File: src/rtl/condicionador_botoes.sv
// rtl/condicionador_botoes.sv - synchronize, debounce and one-hot encode memory-game button presses
module condicionador_botoes #(
   parameter int N_BOTOES        = 4,
   parameter int DEBOUNCE_CICLOS = 50000,
   parameter int W_CNT           = 16
) (
   input  logic                clock,
   input  logic                reset,
   input  logic                enable,
   input  logic [N_BOTOES-1:0] botoes_raw,
   output logic [N_BOTOES-1:0] botoes,
   output logic [N_BOTOES-1:0] jogada,
   output logic                tem_jogada,
   output logic                multipla,
   output logic [2:0]          db_estado
);

   typedef enum logic [2:0] {
      OCIOSO   = 3'd0,
      FILTRA   = 3'd1,
      ACEITO   = 3'd2,
      SEGURA   = 3'd3,
      SOLTA    = 3'd4,
      MULTIPLA = 3'd5
   } estado_t;

   localparam logic [W_CNT-1:0] CNT_FIM = W_CNT'(DEBOUNCE_CICLOS - 1);

   estado_t             r_estado;
   estado_t             w_prox;
   logic [N_BOTOES-1:0] r_sync1;
   logic [N_BOTOES-1:0] r_sync2;
   logic [N_BOTOES-1:0] r_cand;
   logic [N_BOTOES-1:0] w_cand_prox;
   logic [N_BOTOES-1:0] r_jogada;
   logic [N_BOTOES-1:0] w_jogada_prox;
   logic [W_CNT-1:0]    r_cnt;
   logic [W_CNT-1:0]    w_cnt_prox;
   logic                w_cnt_fim;
   logic                w_unico;
   logic                w_solto;

   always_ff @(posedge clock or negedge reset) begin
      if (!reset) begin
         r_sync1 <= '0;
         r_sync2 <= '0;
      end else begin
         r_sync1 <= botoes_raw;
         r_sync2 <= r_sync1;
      end
   end

   always_ff @(posedge clock or negedge reset) begin
      if (!reset) begin
         r_estado <= OCIOSO;
         r_cand   <= '0;
         r_cnt    <= '0;
         r_jogada <= '0;
      end else begin
         r_estado <= w_prox;
         r_cand   <= w_cand_prox;
         r_cnt    <= w_cnt_prox;
         r_jogada <= w_jogada_prox;
      end
   end

   assign w_cnt_fim = (r_cnt == CNT_FIM);
   assign w_unico   = ($countones(r_cand) == 1);
   assign w_solto   = (r_sync2 == '0);

   always_comb begin
      w_prox        = r_estado;
      w_cand_prox   = r_cand;
      w_cnt_prox    = r_cnt;
      w_jogada_prox = r_jogada;

      // The strobe has already been issued, so jogada follows it even if enable drops now
      if (r_estado == ACEITO) begin
         w_jogada_prox = r_cand;
      end

      if (!enable) begin
         w_prox     = SEGURA;
         w_cnt_prox = '0;
      end else begin
         case (r_estado)
            OCIOSO: begin
               if (!w_solto) begin
                  w_prox      = FILTRA;
                  w_cand_prox = r_sync2;
                  w_cnt_prox  = '0;
               end
            end
            FILTRA: begin
               if (w_solto) begin
                  w_prox = OCIOSO;
               end else if (r_sync2 != r_cand) begin
                  w_cand_prox = r_sync2;
                  w_cnt_prox  = '0;
               end else if (w_cnt_fim) begin
                  w_prox = w_unico ? ACEITO : MULTIPLA;
               end else begin
                  w_cnt_prox = r_cnt + 1'b1;
               end
            end
            ACEITO: begin
               w_prox = SEGURA;
            end
            SEGURA: begin
               if (w_solto) begin
                  w_prox     = SOLTA;
                  w_cnt_prox = '0;
               end
            end
            SOLTA: begin
               if (!w_solto) begin
                  w_prox = SEGURA;
               end else if (w_cnt_fim) begin
                  w_prox = OCIOSO;
               end else begin
                  w_cnt_prox = r_cnt + 1'b1;
               end
            end
            MULTIPLA: begin
               if (w_solto) begin
                  w_prox     = SOLTA;
                  w_cnt_prox = '0;
               end
            end
            default: begin
               w_prox = OCIOSO;
            end
         endcase
      end
   end

   assign botoes     = r_sync2;
   assign jogada     = r_jogada;
   assign tem_jogada = (r_estado == ACEITO);
   assign multipla   = (r_estado == MULTIPLA);
   assign db_estado  = r_estado;

endmodule

File: config.mk
export PLATFORM = sky130hd
export DESIGN_NAME = condicionador_botoes
export DESIGN_NICKNAME = d
export VERILOG_FILES = /design/src/rtl/condicionador_botoes.sv
export SDC_FILE = /design/constraint.sdc
export NUM_CORES = 1
export LEC_CHECK = 0
export BUFFER_PORTS_ARGS = -buffer_cell sky130_fd_sc_hd__buf_2
export CAP_MARGIN = 20
export CORE_AREA = 2 2 81 90
export CTS_CLUSTER_DIAMETER = 100
export DETAILED_ROUTE_END_ITERATION = 16
export DIE_AREA = 0 0 83 92
export PLACE_DENSITY = 0.51
export RECOVER_POWER = 100
export SETUP_SLACK_MARGIN = 0.3
export SLEW_MARGIN = 20
export SYNTH_ARGS = -nofsm -noshare
export SYNTH_HDL_FRONTEND = slang
export SYNTH_SLANG_ARGS = --single-unit
File: constraint.sdc
create_clock -name clock -period 3.3 [get_ports clock]
set_clock_uncertainty 0.1 [all_clocks]
set_input_delay 0.66 -clock clock [delete_from_list [all_inputs] [get_ports clock]]
set_output_delay 0.66 -clock clock [all_outputs]
set_load 0.01 [all_outputs]
==> key figures, run 1 <==
Die
  – Die area: 0.00764 mm^2
  – Die Y: just over 90 um
  – # IOs: 20
  – Die W: 83 um
  – CORE AREA: 0.00685 mm^2
  – Starting Density: 28.6%
  – Row cnt: 32

Synth
  – Most area-consuming cells after synthesis: dfrtp_1, a31oi_1, nand2_1
  – Asr flop ratio synth: 100%
  – Syn Inst Count: 200
  – Number of distinct library cells after synthesis: 48
  – Leading area contributor after synthesis: dfrtp_1
  – Ys flop type: dfrtp_1
  – Post-synth EDFFs: 0
  – Top cells by count, synth: dfrtp_1, nand2_1, a31oi_1
  – Mean Syn Cell Area: about 9.8 um^2
  – Syn. warnings: 0
  – Register area share after synthesis: 44.7%
  – Yosys top cell area share: 44.7%
  – Most frequent cell after synthesis: dfrtp_1
  – Flops & latches, synth: 35
  – Cell Area, Synth: about 0.0020 mm^2
  – Post-synth net total: 211

Critical path
  – Crit path buffers/inverters: 1
  – Type of origin of the critical path: flop
  – CP Max Fanout: 16
  – Crit. End Element: flop
  – Type of the worst setup path: flop to flop
  – CP Data Arrival Time: 2880 ps
  – Worst path cell trace: or4_1 > o32ai_1 > clkbuf_1 > or4b_1 > o21ai_0
  – CP peak stage delay: ~660 ps
  – Cell family with most CP delay: simple AND/OR/NAND/NOR gates
  – Slowest CP cell: or4_1
  – Req. time, crit path: 3420 ps

Outcome
  – Failing checks: capacitance limit, slew limit
  – Outcome: finished with violations

Place
  – RePlAce Congestion: ~0.77
  – Post-DP HPWL: 3.03 mm
  – IO Port Bufs: 19

Detailed routing
  – 1st-pass router iterations: 4
  – Routed vias: approximately 1.6k
  – Routed vias/inst: 5.20
  – Final routed DRC violation total: 0
  – Post-detailed-route count of antenna-violating nets: 0
  – Initial DRC count: 78
  – WL/cell: around 14 um
  – Final wirelength: 4.39 mm

Power and ir drop
  – Static Leak: 0.849 nW
  – Power Dens Cells: 667 mW/mm^2
  – VDD IR max: 0.345 mV

Clock tree
  – CTS tree: built
  – Clock sink count: 35
  – CTS Buffer Depth: 2
  – CTS Buf Count: 5
  – Worst skew pair latency: ~290 ps
  – Hold_buf cts: 0
  – Post-cts sizing count: 0
  – Clk root buf: clkbuf_8
  – Post-CTS Repair Setup Buffers: 0
  – Clock H-tree levels: 2
  – Clock transition at path regs: ~80 ps

Cells and area
  – Post-layout util: 32.3%
  – Area of the multi-input gates: 971 um^2
  – Layout Nets: 234
  – Layout area overhead: 12.8%
  – Ant diodes: 0
  – Ratio of cells with drive above 1 in the final layout: 11.2%
  – Storage cell area: 876 um^2
  – Fillers: ~720

STA
  – Slew Viols, Final: 36
  – Unrepaired setup endpoints after global routing: false
  – Maximum clock frequency: 363 MHz
  – Period Utilization, post-route: 83.6%
  – Final setup vio count: 0
  – Rel. slew slack: -29.3%
  – Worst Max-Slew Pin Slew: 1940 ps
  – Final Hold Viols: 0
  – Fin crit period: ~2800 ps
  – Setup TNS: 0 ps

Worst hold path
  – Hold Path Class: flop to flop

Global route
  – Global-route wire length before repair: between 7 and 8 mm
  – Initial antenna violation count: 0
  – Pin count of the biggest net entering global routing: 36
  – GRT Resource Usage Total: 11.7%
  – GR Overflow Total: 0
  – Vias in the first global route: 1490

Flow run
  – Max Cap Violations: 1
-- where the power goes --
part	internal [mW]	switching (mW)	leakage [nW]	total [mW]
Clock	0.229	0.176	0.0587	0.405
Combinational	0.215	0.267	0.342	0.482
Sequential	0.497	0.0896	0.448	0.586
Total	0.941	0.532	0.849	1.47
-- worst paths after layout --
path | from | end | slack [ps] | cells past startpoint
hold / removal | r_sync1[1] | botoes[1] | 250 | 0
setup reg to reg | botoes[0] | r_cnt[4] | 540 | 5
max in group asynchronous | reset | r_cnt[3] | 1190 | 1
min in group asynchronous | reset | r_sync1[2] | 800 | 1
hold reg to reg | r_sync1[1] | botoes[1] | 250 | 0
setup / recovery | botoes[0] | r_cnt[4] | 540 | 5
-- through the flow --
stage | area (um^2) | hold WS, ps | setup slack, ps | cells | power, mW
3_5_place_dp | 2150 | 235 | 722 | 301 | 1.13
3_3_place_gp | 2150 | 235 | 798 | 301 | 1.13
2_1_floorplan | 1960 | 231 | 852 | 200 | 0.982
6_report | 2210 | 252 | 542 | 309 | 1.47
4_1_cts | 2270 | 253 | 716 | 309 | 1.54
5_1_grt | 2210 | 269 | 380 | 309 | 1.60
-- kinds of logic after synthesis --
family	Yosys count	synth area share (%)
and+or+nand+nor	75	21.3
AOI/OAI and AO/OA	58	21.6
DFF	35	44.7
buffers and inverters	18	4.47
xor gates and xnor gates	5	2.23
muxes	5	2.87
adders and majority gates	4	2.94
-- layout make-up --
| cell class | count | share of cell area, % |
|---|---|---|
| Clock inverter | 3 | 2.15 |
| Sequential cell | 35 | 39.6 |
| Inverter | 10 | 1.70 |
| Tap cell | 85 | 4.81 |
| Timing Repair Buffer | 24 | 4.70 |
| Clock buffer | 5 | 3.11 |
| Multi-Input combinational cell | 147 | 43.9 |
-- state kept, by name (all words and copies together), names as in the netlist --
name       flops
r_cnt         16
botoes         4
jogada         4
r_cand         4
r_sync1        4
db_estado      3
-- metal layers --
metal	vias up	wire length [um]	global-route usage (%)
li1	803	-	-
met1	780	2230	15.6
met2	19	1980	18.8
met3	4	119	2.88
met4	0	52	3.69
met5	-	0	0
-- worst register-to-register path, delay by kind of cell, from the launching register on --
| kind | cells | cell delay (ps) |
|---|---|---|
| DFF | 1 | 440 |
| buffers and inverters | 1 | 590 |
| AOI/OAI and AO/OA | 2 | 400 |
| and+or+nand+nor | 2 | 1150 |
-- cell usage in the layout (no fill, tap or decap), types with 2 or more instances in the layout --
| cell type | instances |
|---|---|
| dfrtp_1 | 35 |
| nand2_1 | 24 |
| clkbuf_1 | 17 |
| a31oi_1 | 15 |
| o21ai_0 | 13 |
| inv_1 | 10 |
| nor2_1 | 9 |
| a21oi_1 | 9 |
| nand3_1 | 6 |
| mux2_2 | 5 |
| xnor2_1 | 5 |
| clkbuf_8 | 5 |
| buf_2 | 5 |
| nand2b_1 | 4 |
| nor4_1 | 4 |
| nor3_1 | 4 |
| a41oi_1 | 4 |
| nor3b_1 | 3 |
| and4_1 | 3 |
| nand4_1 | 3 |
| a21boi_0 | 3 |
| ha_1 | 3 |
| or4_1 | 2 |
| and3_1 | 2 |
| o31ai_1 | 2 |
| or4b_1 | 2 |
| nand4b_1 | 2 |
| or3_1 | 2 |
| buf_4 | 2 |
No activity file was read; power rests on OpenSTA's default activity.
==> run 2, diff against run 1 <==
clock period = 2.78 ns   (was 3.3 ns; I/O delays follow)
==> run 2 against run 1 <==
Effect of this change: the run now ends clean; hold slack got worse by 3.8 ps; setup slack worse by 240 ps; die area unchanged; highest routed layer unchanged; routed wire length increased by 7.9%; critical endpoint is now db_estado[2]; critical path depth grew 5.
==> key figures, run 2 (synthesized netlist as in run 1, its figures left out) <==
Outcome
  – Outcome: finished clean (was finished with violations)

STA
  – Setup TNS: 0 ps (unchanged)
  – Final setup vio count: 0 (unchanged)
  – Slew Viols, Final: 0 (was 36)
  – Maximum clock frequency: 403 MHz (was 363 MHz)
  – Period Utilization, post-route: 89.2% (was 83.6%)
  – Final Hold Viols: 0 (unchanged)
  – Unrepaired setup endpoints after global routing: false (unchanged)
  – Worst Max-Slew Pin Slew: 794 ps (was 1940 ps)
  – Fin crit period: 2480 ps (was 2760 ps)
  – Rel. slew slack: 47.1% (was -29.3%)

Critical path
  – RR Endpoint: db_estado[2] (was r_cnt[4])
  – Req. time, crit path: 2860 ps (was 3420 ps)
  – CP peak stage delay: 530 ps (was 660 ps)
  – Reg2reg path depth: 10 (was 5)
  – Worst path cell trace: inv_1 > fa_1 > inv_1 > ha_1 > ha_1 > nor3b_1 > nor2_1 > nor2_2 > a2111oi_4 > o2111a_1 (was or4_1 > o32ai_1 > clkbuf_1 > or4b_1 > o21ai_0)
  – FF-to-FF Start: r_cand[0] (was botoes[0])
  – Type of the worst setup path: flop to flop (unchanged)
  – CP Data Arrival Time: 2560 ps (was 2880 ps)
  – Crit. End Element: flop (unchanged)
  – CP Max Fanout: 3 (was 16)
  – R2R Setup Slk: 300 ps (was 540 ps)
  – Crit path from: r_cand[0] (was botoes[0])
  – Type of origin of the critical path: flop (unchanged)
  – Slowest CP cell: fa_1 (was or4_1)

Power and ir drop
  – Static Leak: 0.948 nW (was 0.849 nW)
  – Total design power: 1.82 mW (was 1.47 mW)
  – Power Dens Cells: 766 mW/mm^2 (was 667 mW/mm^2)
  – VDD IR max: 0.419 mV (was 0.345 mV)

Cells and area
  – Fillers: 710 (was 717)
  – Ant diodes: 0 (unchanged)
  – Most flops, register: r_cnt (unchanged)
  – Post-layout util: 34.7% (was 32.3%)
  – Area of the multi-input gates: 996 um^2 (was 971 um^2)
  – Ratio of cells with drive above 1 in the final layout: 20.5% (was 11.2%)
  – Commonest non-fill, non-tap cells in the layout: dfrtp_1, nand2_1, buf_4 (was dfrtp_1, nand2_1, clkbuf_1)
  – Storage cell area: 880 um^2 (was 876 um^2)
  – Layout area overhead: 21.3% (was 12.8%)
  – Layout Nets: 254 (was 234)
  – Most common cell after layout, fill and taps aside: dfrtp_1 (unchanged)
  – Design Area, Final: 0.00238 mm^2 (was 0.00221 mm^2)
  – Largest register FFs: 16 (unchanged)

Detailed routing
  – 1st-pass router iterations: 4 (unchanged)
  – Final wirelength: 4.73 mm (was 4.39 mm)
  – Final routed DRC violation total: 0 (unchanged)
  – Routed wl met3: 110 um (was 119 um)
  – Routed vias/inst: 5.09 (was 5.20)
  – WL/cell: 14.4 um (was 14.2 um)
  – Post-detailed-route count of antenna-violating nets: 0 (unchanged)
  – Top sig layer: met4 (unchanged)
  – Routed vias: 1674 (was 1606)
  – Met1 WL: 2.32 mm (was 2.23 mm)
  – Initial DRC count: 64 (was 78)
  – Length of routed met2 wiring: 2.25 mm (was 1.98 mm)

Die
  – Die Y: 92 um (unchanged)
  – Die W: 83 um (unchanged)
  – Row cnt: 32 (unchanged)
  – Die area: 0.00764 mm^2 (unchanged)
  – Starting Density: 28.6% (unchanged)
  – # IOs: 20 (unchanged)
  – CORE AREA: 0.00685 mm^2 (unchanged)

Clock tree
  – Clock transition at path regs: 80 ps (about the same)
  – Clock sink count: 35 (unchanged)
  – Clk root buf: clkbuf_8 (unchanged)
  – CTS Buf Count: 5 (unchanged)
  – CTS Buffer Depth: 2 (unchanged)
  – Clock H-tree levels: 2 (unchanged)
  – Worst skew pair latency: 290 ps (about the same)
  – CTS tree: built (unchanged)
  – Hold_buf cts: 0 (unchanged)

Global route
  – GRT Resource Usage Total: 12.8% (was 11.7%)
  – Global-route wire length before repair: 7.91 mm (was 7.29 mm)
  – Initial antenna violation count: 0 (unchanged)
  – Vias in the first global route: 1639 (was 1490)
  – Pin count of the biggest net entering global routing: 36 (unchanged)
  – GR Overflow Total: 0 (unchanged)

Place
  – Post-DP HPWL: 3.14 mm (was 3.03 mm)
  – RePlAce Congestion: 0.777 (was 0.769)
  – IO Port Bufs: 19 (unchanged)
  – Placed inst area: 0.00221 mm^2 (was 0.00215 mm^2)

Flow run
  – Max Cap Violations: 0 (was 1)

Worst hold path
  – Hold Path Class: input pin to asynchronous set/reset pin (was flop to flop)
-- run 2: cell count changes in the layout (fill, tap and decap cells not counted), moves of 2 or more --
cell	change
buf_4	+17
dfrtp_2	+3
dfrtp_1	-3
buf_2	+2
-- run 2: what timing repair did --
item,CTS,global route
buffers inserted,0,12
setup endpoints to repair,3,17
cloned,0,0
gates resized for setup,3,5
pin swaps,0,2
-- run 2: per-layer routing --
layer  track usage [%]  vias up
met1              16.9      809
li1                  -      841
met4              5.87        0
met5                 0        -
met3              2.79        6
met2              20.0       18
-- run 2: where the power goes --
group	total (mW)	leakage (nW)	internal, mW	switching (mW)
logic	0.694	0.446	0.307	0.387
registers	0.661	0.443	0.590	0.0706
clock network	0.467	0.0581	0.267	0.200
-- run 2: worst max-delay path by stage --
stage                               to  cells after the start  slack [ps]
after floorplan           db_estado[2]                     10         330
after global placement    db_estado[2]                     10         280
after detailed placement  db_estado[2]                     10         230
after CTS                 db_estado[0]                      5         300
after global routing         r_cnt[13]                      5         140
final                     db_estado[2]                     10         300
-- run 2: metrics by stage --
step,setup slack (ps),instances,hold slack (ps)
final,301,329,249
after global routing,140,329,246
after CTS,302,317,253
after detailed placement,229,309,235
after global placement,278,309,234
after floorplan,332,200,160
-- run 2: cell type report --
cell class                 instances  share of cell area (%)
clock buffer                       5                    2.89
clock inverter                     3                    1.84
inverter                          10                    1.58
multi-input combinational        147                    41.9
sequential                        35                    37.0
tap                               85                    4.47
timing repair buffer              44                    10.3
-- run 2: worst max-delay path, delay by kind of cell (launching register included) --
kind	cells	cell delay, ps
flip-flops	1	360
buffers and inverters	2	110
AO/OA/AOI/OAI	2	300
adder cells (fa/ha/maj)	3	970
AND/OR/NAND/NOR	3	530
==> run 3, diff against run 2 <==
CAP_MARGIN = unset   (was 20)
PLACE_DENSITY = 0.53   (was 0.51)
==> run 3 against run 2 <==
Effect of this change: the flow now finishes with violations (capacitance limit, slew limit); critical path type unchanged; via count down 1.1%; routed wire length down 4.2%; sequential share of layout area up 0.55 points; maximum frequency down 1.8%; design area down 1.3%.
==> key figures, run 3 (synthesized netlist as in run 1, its figures left out) <==
Cells and area
  – Commonest non-fill, non-tap cells in the layout: dfrtp_1, nand2_1, clkbuf_1 (was dfrtp_1, nand2_1, buf_4)
  – Area of the multi-input gates: 0.00102 mm^2 (was 996 um^2)
  – Storage cell area: 881 um^2 (was 880 um^2)
  – Post-layout util: 34.3% (was 34.7%)
  – Largest register FFs: 16 (unchanged)
  – Ant diodes: 0 (unchanged)
  – Fillers: 717 (was 710)
  – Layout area overhead: 19.7% (was 21.3%)
  – Most common cell after layout, fill and taps aside: dfrtp_1 (unchanged)
  – Most flops, register: r_cnt (unchanged)
  – Ratio of cells with drive above 1 in the final layout: 21.3% (was 20.5%)
  – Layout Nets: 249 (was 254)

STA
  – Worst Max-Slew Pin Slew: 1930 ps (was 794 ps)
  – Period Utilization, post-route: 90.8% (was 89.2%)
  – Rel. slew slack: -28.6% (was 47.1%)
  – Slew Viols, Final: 36 (was 0)
  – Final setup vio count: 0 (unchanged)
  – Setup TNS: 0 ps (unchanged)
  – Fin crit period: 2520 ps (was 2480 ps)
  – Final Hold Viols: 0 (unchanged)
  – Unrepaired setup endpoints after global routing: true (was false)
  – Maximum clock frequency: 396 MHz (was 403 MHz)

Global route
  – GR Overflow Total: 0 (unchanged)
  – Global-route wire length before repair: 7.49 mm (was 7.91 mm)
  – Pin count of the biggest net entering global routing: 36 (unchanged)
  – GRT Resource Usage Total: 12.1% (was 12.8%)
  – Vias in the first global route: 1527 (was 1639)
  – Initial antenna violation count: 0 (unchanged)

Die
  – Die area: 0.00764 mm^2 (unchanged)
  – Starting Density: 28.6% (unchanged)
  – Die Y: 92 um (unchanged)
  – Die W: 83 um (unchanged)
  – # IOs: 20 (unchanged)
  – Row cnt: 32 (unchanged)
  – CORE AREA: 0.00685 mm^2 (unchanged)

Outcome
  – Failing checks: capacitance limit, slew limit
  – Outcome: finished with violations (was finished clean)

Critical path
  – Crit path buffers/inverters: 0 (was 2)
  – Cell family with most CP delay: simple AND/OR/NAND/NOR gates (was adder cells)
  – Slowest CP cell: or4b_1 (was fa_1)
  – Type of the worst setup path: flop to flop (unchanged)
  – CP Max Fanout: 5 (was 3)
  – Crit. End Element: flop (unchanged)
  – Worst path cell trace: or4b_1 > or4_1 > o2bb2ai_1 > a2111oi_4 > o2111a_1 (was inv_1 > fa_1 > inv_1 > ha_1 > ha_1 > nor3b_1 > nor2_1 > nor2_2 > a2111oi_4 > o2111a_1)
  – Type of origin of the critical path: flop (unchanged)
  – CP Data Arrival Time: 2660 ps (was 2560 ps)
  – CP peak stage delay: 590 ps (was 530 ps)
  – Req. time, crit path: 2910 ps (was 2860 ps)

Power and ir drop
  – Static Leak: 0.897 nW (was 0.948 nW)
  – Power Dens Cells: 792 mW/mm^2 (was 766 mW/mm^2)
  – VDD IR max: 0.496 mV (was 0.419 mV)

Detailed routing
  – WL/cell: 14.0 um (was 14.4 um)
  – Final wirelength: 4.53 mm (was 4.73 mm)
  – Routed vias/inst: 5.11 (was 5.09)
  – Initial DRC count: 84 (was 64)
  – Post-detailed-route count of antenna-violating nets: 0 (unchanged)
  – Routed vias: 1656 (was 1674)
  – Final routed DRC violation total: 0 (unchanged)
  – 1st-pass router iterations: 4 (unchanged)

Worst hold path
  – Hold Path Class: flop to flop (was input pin to asynchronous set/reset pin)

Clock tree
  – Clock H-tree levels: 2 (unchanged)
  – Clock sink count: 35 (unchanged)
  – Clock transition at path regs: 80 ps (about the same)
  – CTS tree: built (unchanged)
  – Hold_buf cts: 0 (unchanged)
  – CTS Buf Count: 5 (unchanged)
  – Worst skew pair latency: 300 ps (was 290 ps)
  – CTS Buffer Depth: 2 (unchanged)
  – Clk root buf: clkbuf_8 (unchanged)

Flow run
  – Max Cap Violations: 1 (was 0)

Place
  – Post-DP HPWL: 3.05 mm (was 3.14 mm)
  – IO Port Bufs: 19 (unchanged)
  – RePlAce Congestion: 0.747 (was 0.777)
==> run 3: repair_timing <==
item	CTS	global route
setup endpoints to repair	3	5
buffers inserted	0	8
gates resized for setup	3	12
pin swaps	1	6
hold endpoints to repair	0	0
cloned	0	0
==> run 3: final timing paths <==
check | from | end | slack, ps | depth (start not counted)
setup / recovery | r_cnt[10] | db_estado[2] | 260 | 5
hold / removal | r_sync1[2] | botoes[2] | 250 | 0
setup reg to reg | r_cnt[10] | db_estado[2] | 260 | 5
hold reg to reg | r_sync1[2] | botoes[2] | 250 | 0
max in group asynchronous | reset | r_cnt[5] | 640 | 1
min in group asynchronous | reset | r_sync1[3] | 690 | 1
==> run 3: final cells by class <==
cell class	count	share of cell area (%)
clock inverter	3	1.01
inverter	10	1.60
clock buffer	5	2.93
multi-input combinational	147	43.4
sequential	35	37.5
tap	85	4.53
timing repair buffer	39	8.96
==> run 3: routing by layer <==
metal  up-vias  global-route usage [%]  part of all wire (%)  wire [um]
met2        19                    19.0                    47       2140
li1        828                       -                     -          -
met5         -                       0                     0          0
met4         0                    5.60                   2.2         99
met3         9                    2.88                   2.3        104
met1       800                    15.8                    48       2190
==> run 3: stage by stage <==
step	hold slack, ps	total power [mW]	worst slack (ps)	instance area [um^2]	instances
floorplan	160	1.17	332	1960	200
global placement	233	1.35	276	2200	308
detailed placement	235	1.35	213	2200	308
CTS	250	1.76	306	2300	316
global route	247	2.00	157	2350	324
finish	253	1.86	256	2350	324
==> run 3: power by group <==
| part | switching [mW] | internal [mW] | total, mW |
|---|---|---|---|
| Clock | 0.211 | 0.179 | 0.391 |
| Sequential | 0.0829 | 0.590 | 0.673 |
| Combinational | 0.411 | 0.384 | 0.795 |
